## src/rtl/gp_pkg.sv

```systemverilog
// Types shared by the graphics-processor pixel path.
// Pixel and RAM-address widths match the 256x12 RAM macro.
package gp_pkg;

   localparam int GP_AW = 8;
   localparam int GP_DW = 12;

   typedef logic [GP_DW-1:0] pixel_t;
   typedef logic [GP_AW-1:0] ram_addr_t;

   typedef enum logic [1:0] {
      IDLE,
      FETCH,
      DRAIN
   } rdr_state_t;

endpackage

```

## src/rtl/ram256x12_stream_reader_pixel_fifo.sv

```systemverilog
// Synchronous FIFO of {last, pixel} entries with registered head outputs.
// The head register is loaded from the entry that becomes oldest after this cycle's push/pop.
module pixel_fifo #(
   parameter int DEPTH = 4,
   parameter int DW    = 12
) (
   input  logic                     clk,
   input  logic                     rst_n,
   input  logic                     push,
   input  logic [DW-1:0]            push_data,
   input  logic                     push_last,
   input  logic                     pop,
   output logic [$clog2(DEPTH):0]   count,
   output logic                     out_valid,
   output logic [DW-1:0]            out_data,
   output logic                     out_last
);

   localparam int PW = $clog2(DEPTH);

   logic [DW:0]   mem_reg [DEPTH];
   logic [PW-1:0] wr_ptr_reg;
   logic [PW-1:0] rd_ptr_reg;
   logic [PW-1:0] rd_ptr_next;
   logic [PW:0]   count_reg;
   logic [PW:0]   count_next;
   logic [DW:0]   head_next;
   logic          do_pop;

   assign do_pop = pop && (count_reg != '0);
   assign count  = count_reg;

   always_comb begin
      rd_ptr_next = rd_ptr_reg + PW'(do_pop);
      count_next  = count_reg + (PW+1)'(push) - (PW+1)'(do_pop);
      head_next   = mem_reg[rd_ptr_next];
      // A push landing on the new head slot bypasses storage (empty, or single entry popped).
      if (push && (wr_ptr_reg == rd_ptr_next))
         head_next = {push_last, push_data};
   end

   always_ff @(posedge clk or negedge rst_n) begin
      if (!rst_n) begin
         for (int i = 0; i < DEPTH; i++)
            mem_reg[i] <= '0;
         wr_ptr_reg <= '0;
         rd_ptr_reg <= '0;
         count_reg  <= '0;
         out_valid  <= 1'b0;
         out_data   <= '0;
         out_last   <= 1'b0;
      end else begin
         if (push) begin
            mem_reg[wr_ptr_reg] <= {push_last, push_data};
            wr_ptr_reg          <= wr_ptr_reg + PW'(1);
         end
         rd_ptr_reg            <= rd_ptr_next;
         count_reg             <= count_next;
         out_valid             <= (count_next != '0);
         {out_last, out_data}  <= head_next;
      end
   end

   no_overflow : assert property (@(posedge clk) disable iff (!rst_n)
      !(push && !do_pop && (count_reg == (PW+1)'(DEPTH))));

endmodule

```

## src/rtl/ram256x12_stream_reader.sv

```systemverilog
// Fetches a run of consecutive RAM pixels on a start command and streams them out
// valid/ready with a last marker; the FIFO soaks up the RAM's one-cycle read latency.
module ram256x12_stream_reader
   import gp_pkg::*;
#(
   parameter int AW         = 8,
   parameter int DW         = 12,
   parameter int FIFO_DEPTH = 4
) (
   input  logic          i_clk,
   input  logic          i_rst_n,
   input  logic          i_start,
   input  logic [AW-1:0] i_base,
   input  logic [AW:0]   i_len,
   output logic          o_busy,
   output logic          o_done,
   output logic          o_re,
   output logic [AW-1:0] o_raddr,
   input  logic [DW-1:0] i_rdata,
   output logic          o_valid,
   output logic [DW-1:0] o_pixel,
   output logic          o_last,
   input  logic          i_ready
);

   localparam int CW = $clog2(FIFO_DEPTH) + 1;

   rdr_state_t    state_reg;
   rdr_state_t    state_next;
   logic [AW-1:0] addr_reg;
   logic [AW-1:0] last_addr_reg;
   logic [AW:0]   issue_cnt_reg;
   logic [AW:0]   deliver_cnt_reg;
   logic          inflight_reg;
   logic          done_reg;
   logic [CW-1:0] fifo_count;
   logic          issue;
   logic          pop;
   logic          finish;
   logic          start_run;
   logic          start_empty;

   assign pop     = o_valid && i_ready;
   assign o_busy  = (state_reg != IDLE);
   assign o_done  = done_reg;
   assign o_re    = issue;
   assign o_raddr = issue ? addr_reg : last_addr_reg;

   always_comb begin
      state_next  = state_reg;
      issue       = 1'b0;
      finish      = 1'b0;
      start_run   = 1'b0;
      start_empty = 1'b0;
      case (state_reg)
         IDLE: begin
            if (i_start) begin
               if (i_len != '0) begin
                  start_run  = 1'b1;
                  state_next = FETCH;
               end else begin
                  start_empty = 1'b1;
               end
            end
         end
         FETCH: begin
            // Reads already in the RAM pipe count against FIFO space.
            if (({1'b0, fifo_count} + {{CW{1'b0}}, inflight_reg}) < (CW+1)'(FIFO_DEPTH)) begin
               issue = 1'b1;
               if (issue_cnt_reg == (AW+1)'(1))
                  state_next = DRAIN;
            end
         end
         DRAIN: begin
            if (pop && (deliver_cnt_reg == (AW+1)'(1))) begin
               finish     = 1'b1;
               state_next = IDLE;
            end
         end
         default: state_next = IDLE;
      endcase
   end

   always_ff @(posedge i_clk or negedge i_rst_n) begin
      if (!i_rst_n) begin
         state_reg       <= IDLE;
         addr_reg        <= '0;
         last_addr_reg   <= '0;
         issue_cnt_reg   <= '0;
         deliver_cnt_reg <= '0;
         inflight_reg    <= 1'b0;
         done_reg        <= 1'b0;
      end else begin
         state_reg    <= state_next;
         inflight_reg <= issue;
         done_reg     <= finish || start_empty;
         if (start_run) begin
            addr_reg        <= i_base;
            issue_cnt_reg   <= i_len;
            deliver_cnt_reg <= i_len;
         end else begin
            if (issue) begin
               addr_reg      <= addr_reg + AW'(1);
               last_addr_reg <= addr_reg;
               issue_cnt_reg <= issue_cnt_reg - (AW+1)'(1);
            end
            if (pop)
               deliver_cnt_reg <= deliver_cnt_reg - (AW+1)'(1);
         end
      end
   end

   pixel_fifo #(
      .DEPTH (FIFO_DEPTH),
      .DW    (DW)
   ) u_fifo (
      .clk       (i_clk),
      .rst_n     (i_rst_n),
      .push      (inflight_reg),
      .push_data (i_rdata),
      .push_last (issue_cnt_reg == '0),
      .pop       (pop),
      .count     (fifo_count),
      .out_valid (o_valid),
      .out_data  (o_pixel),
      .out_last  (o_last)
   );

endmodule

```

## config.mk

```make
export PLATFORM = sky130hd
export DESIGN_NAME = ram256x12_stream_reader
export DESIGN_NICKNAME = d
export VERILOG_FILES = /design/src/rtl/gp_pkg.sv /design/src/rtl/ram256x12_stream_reader_pixel_fifo.sv /design/src/rtl/ram256x12_stream_reader.sv
export SDC_FILE = /design/constraint.sdc
export NUM_CORES = 1
export LEC_CHECK = 0
export CAP_MARGIN = 20
export CORE_ASPECT_RATIO = 1.1
export CORE_MARGIN = 10
export CORE_UTILIZATION = 34
export DETAILED_ROUTE_END_ITERATION = 10
export GPL_TIMING_DRIVEN = 0
export SLEW_MARGIN = 20
export SYNTH_ARGS = -nofsm -noshare
export SYNTH_HDL_FRONTEND = slang
export SYNTH_SLANG_ARGS = --single-unit
```

## constraint.sdc

```tcl
create_clock -name i_clk -period 2.94 [get_ports i_clk]
set_clock_uncertainty 0.1 [all_clocks]
set_input_delay 0.441 -clock i_clk [delete_from_list [all_inputs] [get_ports i_clk]]
set_output_delay 0.441 -clock i_clk [all_outputs]
set_load 0.01 [all_outputs]
```

==> flow_summary.yaml, run 1 <==
clock_network:
  clock_path_buffers: 2
  clock_latency_ns: 0.36
  clock_sinks: 111
  clk_pin_slew_ns: 0.08
  htreeDepth: 3
  cts_tree: "done"
  numCtsBuffers: 9
  cts-root-buf: "clkbuf_16"
yosys:
  synth_mux_area_frac: 0.189
  synth_xor_area_frac: 0.0234
  synth_simple_gate_area_frac: 0.114
  yosysSeqAreaShare: 0.531
  netlist_top_cells_count: "dfrtp_1 (111), mux2_2 (60), nand2_1 (56), o21ai_0 (20), nand3_1 (16)"
  synth.top_cell.area_share: 0.531
  synth_top_family_by_area: "multiplexers"
  synth_fp_nets: 473
  synthArstFlopShare: 1.00
  yosysTopAreaCell: "dfrtp_1"
  ys.flop_type: "dfrtp_1"
  synth_warnings: 0
  yosysMostFrequentCell: "dfrtp_1"
  synth_compound_area_frac: 0.0815
  synth_area_sq_mm: 0.00524
  syn-instance-count: 425
  synth_fa_ha_area_frac: 0.0373
  ys_top_cells_by_area: "dfrtp_1 (53%), mux2_2 (13%), mux4_2 (5.6%), nand2_1 (4.0%), ha_1 (3.3%)"
  synth-edff-count: 0
  syn_area_per_cell_sq_um: 12.3
  yosys.cell_types.count: 54
  synth_seq_cells: 111
timing:
  slew_violations: 0
  layout_worst_path_cycle_share: 0.938
  setup_slack_ns: 0.183
  finalSetupTns_ns: 0
  fmax_mhz: 363
  period_needed_ns: 2.76
  holdWs_ns: 0.373
  rsz0062_at_grt: "false"
  finalSetupViolCount: 0
  finalHoldViolCount: 0
  worst_slew_pin_slew_ns: 0.775
  maxSlewHeadroom: 0.478
cells_and_area:
  area_growth_pct: 23.3
  drive_above_1_share: 0.228
  antenna-diode-count: 0
  final_area_sq_mm: 0.00645
  final_cells: 697
  nNetsFinal: 544
  post-route-util: 0.429
  largest_register_ffs: 52
drt:
  drc: 0
  num_vias: 3544
  drt-initial-drc-count: 183
  wirelength_microns: 11600
  drt.antenna.violating_nets: 0
  via_per_inst: 5.08
  dr.pass1.iters: 4
  wl_per_cell_microns: 16.6
power:
  combPwrFrac: 0.467
  power_frac_clock: 0.170
  p_per_area_mw_per_mm2: 1180
  p_sw_mw: 2.69
  p_int_mw: 4.91
  vdd_drop_max_uv: 516
  power.static_leakage_nw: 2.76
  report.power.total_mw: 7.60
  swShare: 0.354
  pwr-share-seq: 0.363
setup_path:
  r2r_slack_ns: 0.37
  crit_fanout: 10
  r2r_end: "u_fifo.out_data[9]"
  crit_type: "in2reg"
  r2r_start: "u_fifo.out_valid"
  worstPathRequired_ns: 3.09
  crit_start: "i_ready"
  arrival_ns: 2.90
  ff2ff_path_depth: 7
  cp-start-kind: "primary input"
  endpoint_kind: "register"
min_path:
  min_from: "last_addr_reg[0]"
  hold_path_class: "reg2reg"
  worstHoldEndpoint: "last_addr_reg[0]"
  whs_path_depth: 2
placement:
  io_buffers: 57
  place_ws_ns: -0.698
  dp_cells: 679
  post_dp_cell_area_sq_mm: 0.00608
  place_congestion: 0.824
  dp_hpwl_microns: 8150
die:
  die_w_microns: 138
  ios: 58
  coreArea_sq_mm: 0.0151
  die_area_sq_mm: 0.0208
  fp-row-count: 47
  initial_core_util: 0.348
  die_h_microns: 150
global_routing:
  antenna_found_initial: 1
  grt_pass1_vias: 3828
  gr-total-overflow: 0
  grt_pass1_wl_microns: 19300
  grt_max_degree: 80
  gr-usage-all-layers: 0.114
status:
  status: "completed"
run:
  max-cap-violations: 0
==> cell families after synthesis <==
group | Yosys count
flip-flops | 111
multiplexers | 75
adder cells (fa/ha/maj) | 15
XOR/XNOR | 14
buffers and inverters | 30
AO/OA/AOI/OAI | 58
AND/OR/NAND/NOR | 122
==> critical path: stages <==
cell	delay, ns
clkdlybuf4s50_1	0.52
nand2_1	0.14
nor2_1	0.22
ha_1	0.29
xor2_4	0.27
clkbuf_2	0.36
mux4_2	0.37
mux2_2	0.28
==> layer usage <==
layer,routed length (microns),vias up,GRT usage
li1,-,1683,-
met1,5040,1758,0.130
met2,5750,91,0.199
met3,667,12,0.0428
met4,116,0,0.0280
met5,0,-,0
==> cell usage in the layout (no fill, tap or decap), types with 11 or more instances in the layout <==
| cell | Yosys | routed |
|---|---|---|
| mux2_2 | 60 | 60 |
| nor2_1 | 11 | 11 |
| o21ai_0 | 20 | 20 |
| inv_1 | 14 | 14 |
| ha_1 | 14 | 14 |
| clkdlybuf4s50_1 | 0 | 47 |
| nand2_1 | 56 | 56 |
| mux4_2 | 13 | 13 |
| dfrtp_1 | 111 | 110 |
| nand3_1 | 16 | 16 |
==> worst max-delay path by stage <==
stage / endpoint / slack [ns]
final: u_fifo.out_data[9] / 0.18
after global routing: o_raddr[6] / 0.004
after CTS: o_re / 0.03
after detailed placement: u_fifo.out_data[9] / -0.70
after global placement: u_fifo.mem_reg[41] / -2.86
after floorplan: u_fifo.out_data[10] / 0.41
==> power groups by stage <==
| stage | clock (mW) | sequential (mW) | combinational (mW) |
|---|---|---|---|
| 2_1_floorplan | 0 | 2.70 | 2.48 |
| 3_3_place_gp | 0 | 2.74 | 3.48 |
| 3_5_place_dp | 0 | 2.78 | 3.56 |
| 4_1_cts | 1.34 | 2.76 | 3.61 |
| 5_1_grt | 1.38 | 2.86 | 3.96 |
| 6_report | 1.29 | 2.76 | 3.55 |
==> repair_timing <==
item	4_1_cts	5_1_grt
hold buffers	1	0
hold endpoints to repair	32	0
pin swaps	1	1
gates cloned	0	0
endpoints found under the setup margin	19	10
gates resized for setup	18	5
setup buffers	3	0
==> area by class of cell <==
cell class	instances	area (sq um)
tap	196	245
multi-input combinational	284	2350
timing repair buffer	62	627
buffer	13	87.6
sequential	111	2780
fill	1448	8600
clock inverter	7	85.1
clock buffer	9	225
inverter	15	56.3
Power figures use the tool's default switching activity.
==> inputs of run 2 (changes only) <==
==> constraint.sdc (replaced) <==
create_clock -name i_clk -period 2.94 [get_ports i_clk]
set_clock_uncertainty 0.1 [all_clocks]
set_input_delay 0.441 -clock i_clk [delete_from_list [all_inputs] [get_ports i_clk]]
set_output_delay 0.441 -clock i_clk [all_outputs]
set_load 0.05 [all_outputs]
==> flow_summary.yaml, run 2 (synthesis results as in run 1) <==
setup_path:
  arrival_ns: 2.26
  crit_type: "reg2out"
  r2r_start: "u_fifo.out_valid"
  crit_fanout: 12
  worstPathRequired_ns: 2.40
  crit_start: "u_fifo.count[1]"
  cp-start-kind: "register"
  endpoint_kind: "primary output"
drt:
  wirelength_microns: 11600
  drt-initial-drc-count: 257
  via_per_inst: 5.14
  wl_per_cell_microns: 16.6
  num_vias: 3585
  drc: 0
  drt.antenna.violating_nets: 0
  dr.pass1.iters: 4
die:
  initial_core_util: 0.348
  die_area_sq_mm: 0.0208
  ios: 58
  die_w_microns: 138
  fp-row-count: 47
  coreArea_sq_mm: 0.0151
  die_h_microns: 150
cells_and_area:
  fillCellCount: 1471
  final_cells: 698
  seq_area_sq_mm: 0.00278
  final_common_cell: "dfrtp_1"
  layout_common_cells: "dfrtp_1 (111), mux2_2 (60), nand2_1 (56)"
  drive_above_1_share: 0.240
  largest_register_ffs: 52
  multi_input_area_sq_mm: 0.00235
  area_growth_pct: 22.0
  nNetsFinal: 545
  final_area_sq_mm: 0.00639
global_routing:
  gr-usage-all-layers: 0.115
  grt_max_degree: 68
  grt_pass1_vias: 3878
  grt_pass1_wl_microns: 19600
  gr-total-overflow: 0
  antenna_found_initial: 1
placement:
  post_dp_cell_area_sq_mm: 0.00608
  dp_hpwl_microns: 8210
  place_ws_ns: -0.643
  place_congestion: 0.817
  io_buffers: 57
  dp_cells: 679
run:
  max-cap-violations: 0
power:
  report.power.total_mw: 8.07
  vdd_drop_max_uv: 896
  p_per_area_mw_per_mm2: 1260
  power.static_leakage_nw: 2.71
min_path:
  hold_path_class: "reg2reg"
  min_from: "last_addr_reg[5]"
clock_network:
  clock_sinks: 111
  htreeDepth: 3
  cts_tree: "done"
  clock_latency_ns: 0.35
  clk_pin_slew_ns: 0.07
  cts-root-buf: "clkbuf_16"
  numCtsBuffers: 9
  clock_path_buffers: 2
timing:
  period_needed_ns: 2.80
  setup_slack_ns: 0.142
  layout_worst_path_cycle_share: 0.952
  finalSetupViolCount: 0
  holdWs_ns: 0.370
  rsz0062_at_grt: "false"
  worst_slew_pin_slew_ns: 0.822
  slew_violations: 0
  fmax_mhz: 357
  finalHoldViolCount: 0
  maxSlewHeadroom: 0.447
status:
  status: "completed"
run 2: final cells by class:
cell class,count,area share
Sequential cell,111,0.435
Multi-Input combinational cell,284,0.368
Timing Repair Buffer,63,0.0962
Tap cell,196,0.0384
Clock buffer,11,0.0364
Buffer,13,0.0114
Inverter,15,0.00921
Clock inverter,4,0.00509
Antenna cell,1,0.000392
run 2: path summary, 6_finish.rpt:
path                       cells past startpoint  slack [ns]                 end
setup / recovery                               9        0.14          o_raddr[2]
hold / removal                                 2        0.37    last_addr_reg[5]
setup reg to reg                               8        0.33  u_fifo.out_data[9]
hold reg to reg                                2        0.37    last_addr_reg[5]
max in group asynchronous                      3        1.59  u_fifo.mem_reg[34]
min in group asynchronous                      2        0.49    last_addr_reg[0]
run 2: power by group:
part | switching, mW | leakage, nW | internal [mW]
clock network | 0.548 | 0.122 | 0.576
logic | 2.24 | 1.26 | 1.94
registers | 0.469 | 1.33 | 2.29
total | 3.26 | 2.71 | 4.81
run 2: stage by stage:
| step | utilization | TNS [ns] |
|---|---|---|
| after floorplan | - | 0 |
| after global placement | 0.402 | -336.29 |
| after detailed placement | 0.404 | -10.37 |
| after CTS | 0.423 | 0 |
| final | 0.424 | 0 |
| after global routing | 0.424 | 0 |
run 2: metal layers:
metal / track usage / up-vias / share of wire
met5: 0 / - / 0
met4: 0.0432 / 0 / 0.016
met3: 0.0337 / 14 / 0.045
met2: 0.196 / 71 / 0.49
met1: 0.136 / 1820 / 0.44
li1: - / 1680 / -
run 2: critical path, cell delays in order, from the launching register on:
cell and delay, ns:
dfrtp_1 0.44, ha_1 0.23, o211ai_1 0.26, a22oi_2 0.08, buf_4 0.17, inv_4 0.14
buf_4 0.21, nand2_1 0.09, nand2_1 0.08, buf_4 0.20
run 2: what timing repair did:
item | 4_1_cts | 5_1_grt
setup buffers | 3 | 1
pin swaps | 1 | 1
hold endpoints to repair | 44 | 0
endpoints found under the setup margin | 19 | 18
hold buffers | 1 | 0
gates resized for setup | 58 | 4
==> inputs of run 3 (changes only) <==
--- a/config.mk
+++ b/config.mk
@@ -11,6 +11,8 @@
 export CORE_UTILIZATION = 34
 export DETAILED_ROUTE_END_ITERATION = 10
 export GPL_TIMING_DRIVEN = 0
+export HOLD_SLACK_MARGIN = 0.08
+export SKIP_CTS_REPAIR_TIMING = 1
 export SLEW_MARGIN = 20
 export SYNTH_ARGS = -nofsm -noshare
 export SYNTH_HDL_FRONTEND = slang
==> flow_summary.yaml, run 3 (synthesis results as in run 1) <==
cells_and_area:
  fillCellCount: 1473
  final_common_cell: "dfrtp_1"
  final_cells: 699
  largest_register_ffs: 52
  layout_common_cells: "dfrtp_1 (110), mux2_2 (60), nand2_1 (56)"
  drive_above_1_share: 0.243
  multi_input_area_sq_mm: 0.00235
  area_growth_pct: 22.3
  seq_area_sq_mm: 0.00278
  final_area_sq_mm: 0.00640
  nNetsFinal: 546
timing:
  worst_slew_pin_slew_ns: 0.797
  maxSlewHeadroom: 0.464
  fmax_mhz: 357
  slew_violations: 0
  finalSetupTns_ns: 0
  layout_worst_path_cycle_share: 0.953
  finalHoldViolCount: 0
  period_needed_ns: 2.80
  finalSetupViolCount: 0
  holdWs_ns: 0.370
setup_path:
  endpoint_kind: "primary output"
  cp-start-kind: "register"
  worstPathRequired_ns: 2.40
  arrival_ns: 2.26
  r2r_start: "u_fifo.count[0]"
  ff2ff_path_depth: 6
  crit_type: "reg2out"
  r2r_slack_ns: 0.35
  r2r_end: "u_fifo.out_data[9]"
  crit_fanout: 10
drt:
  dr.pass1.iters: 4
  drc: 0
  wirelength_microns: 11700
  num_vias: 3599
  drt-initial-drc-count: 184
  via_per_inst: 5.15
  wl_per_cell_microns: 16.7
  drt.antenna.violating_nets: 0
die:
  initial_core_util: 0.348
  fp-row-count: 47
  coreArea_sq_mm: 0.0151
  ios: 58
  die_area_sq_mm: 0.0208
  die_w_microns: 138
  die_h_microns: 150
status:
  status: "completed"
power:
  p_per_area_mw_per_mm2: 1260
  report.power.total_mw: 8.09
  combPwrFrac: 0.520
  p_sw_mw: 3.27
  pwr-share-seq: 0.341
  p_int_mw: 4.82
  power_frac_clock: 0.139
  swShare: 0.404
  vdd_drop_max_uv: 884
  power.static_leakage_nw: 2.71
min_path:
  worstHoldEndpoint: "last_addr_reg[5]"
  whs_path_depth: 2
  min_from: "last_addr_reg[5]"
  hold_path_class: "reg2reg"
global_routing:
  antenna_found_initial: 1
  grt_pass1_wl_microns: 19500
  gr-total-overflow: 0
  gr-usage-all-layers: 0.115
  grt_pass1_vias: 3853
  grt_max_degree: 68
clock_network:
  htreeDepth: 3
  numCtsBuffers: 9
  cts-root-buf: "clkbuf_16"
  clk_pin_slew_ns: 0.07
  cts_tree: "done"
  clock_path_buffers: 2
  clock_latency_ns: 0.35
  clock_sinks: 111
placement:
  dp_hpwl_microns: 8210
  io_buffers: 57
  place_congestion: 0.817
  dp_cells: 679
  post_dp_cell_area_sq_mm: 0.00608
run:
  max-cap-violations: 0
## run 3: worst max path at each step
| stage | from | to | slack, ns |
|---|---|---|---|
| CTS | u_fifo.count[1] | o_raddr[7] | -0.88 |
| global placement | i_rst_n | u_fifo.out_data[1] | -2.95 |
| finish | u_fifo.count[2] | o_raddr[2] | 0.14 |
| floorplan | u_fifo.out_valid | u_fifo.out_data[10] | 0.18 |
| detailed placement | i_ready | u_fifo.out_data[6] | -0.64 |
| global route | u_fifo.count[2] | o_raddr[7] | -0.0005 |
## run 3: metrics by stage
step            util  worst slack [ns]
2_1_floorplan      -             0.185
3_3_place_gp   0.402             -2.95
3_5_place_dp   0.404            -0.643
4_1_cts        0.422            -0.877
5_1_grt        0.425         -0.000453
6_report       0.425             0.138
## run 3: area by class of cell
type,instances,share of cell area
inverter,15,0.00919
multi-input combinational,284,0.367
buffer,13,0.0123
clock buffer,11,0.0364
clock inverter,4,0.00508
sequential,111,0.434
antenna,1,0.000391
tap,196,0.0383
timing repair buffer,64,0.0971
## run 3: per-layer routing
layer  global-route usage  vias to the layer above  share of wire
met4               0.0422                        0          0.016
met3               0.0334                       14          0.048
met5                    0                        -              0
met1                0.136                     1826           0.44
met2                0.195                       74           0.50
li1                     -                     1685              -
## run 3: critical path: stages, from the launching register on
cell and delay [ns]:
dfrtp_1 0.42, ha_1 0.19, and3b_1 0.20, a22oi_2 0.18, buf_4 0.19, buf_4 0.14, clkbuf_4 0.21, nand2_1 0.09
nand2_1 0.08, clkbuf_4 0.23
## run 3: power groups by stage
stage               clock (mW)  combinational (mW)  sequential [mW]
global placement             0                4.07             2.73
finish                    1.13                4.20             2.76
detailed placement           0                4.19             2.78
CTS                       1.18                4.21             2.75
floorplan                    0                2.80             2.97
global route              1.24                4.61             2.86
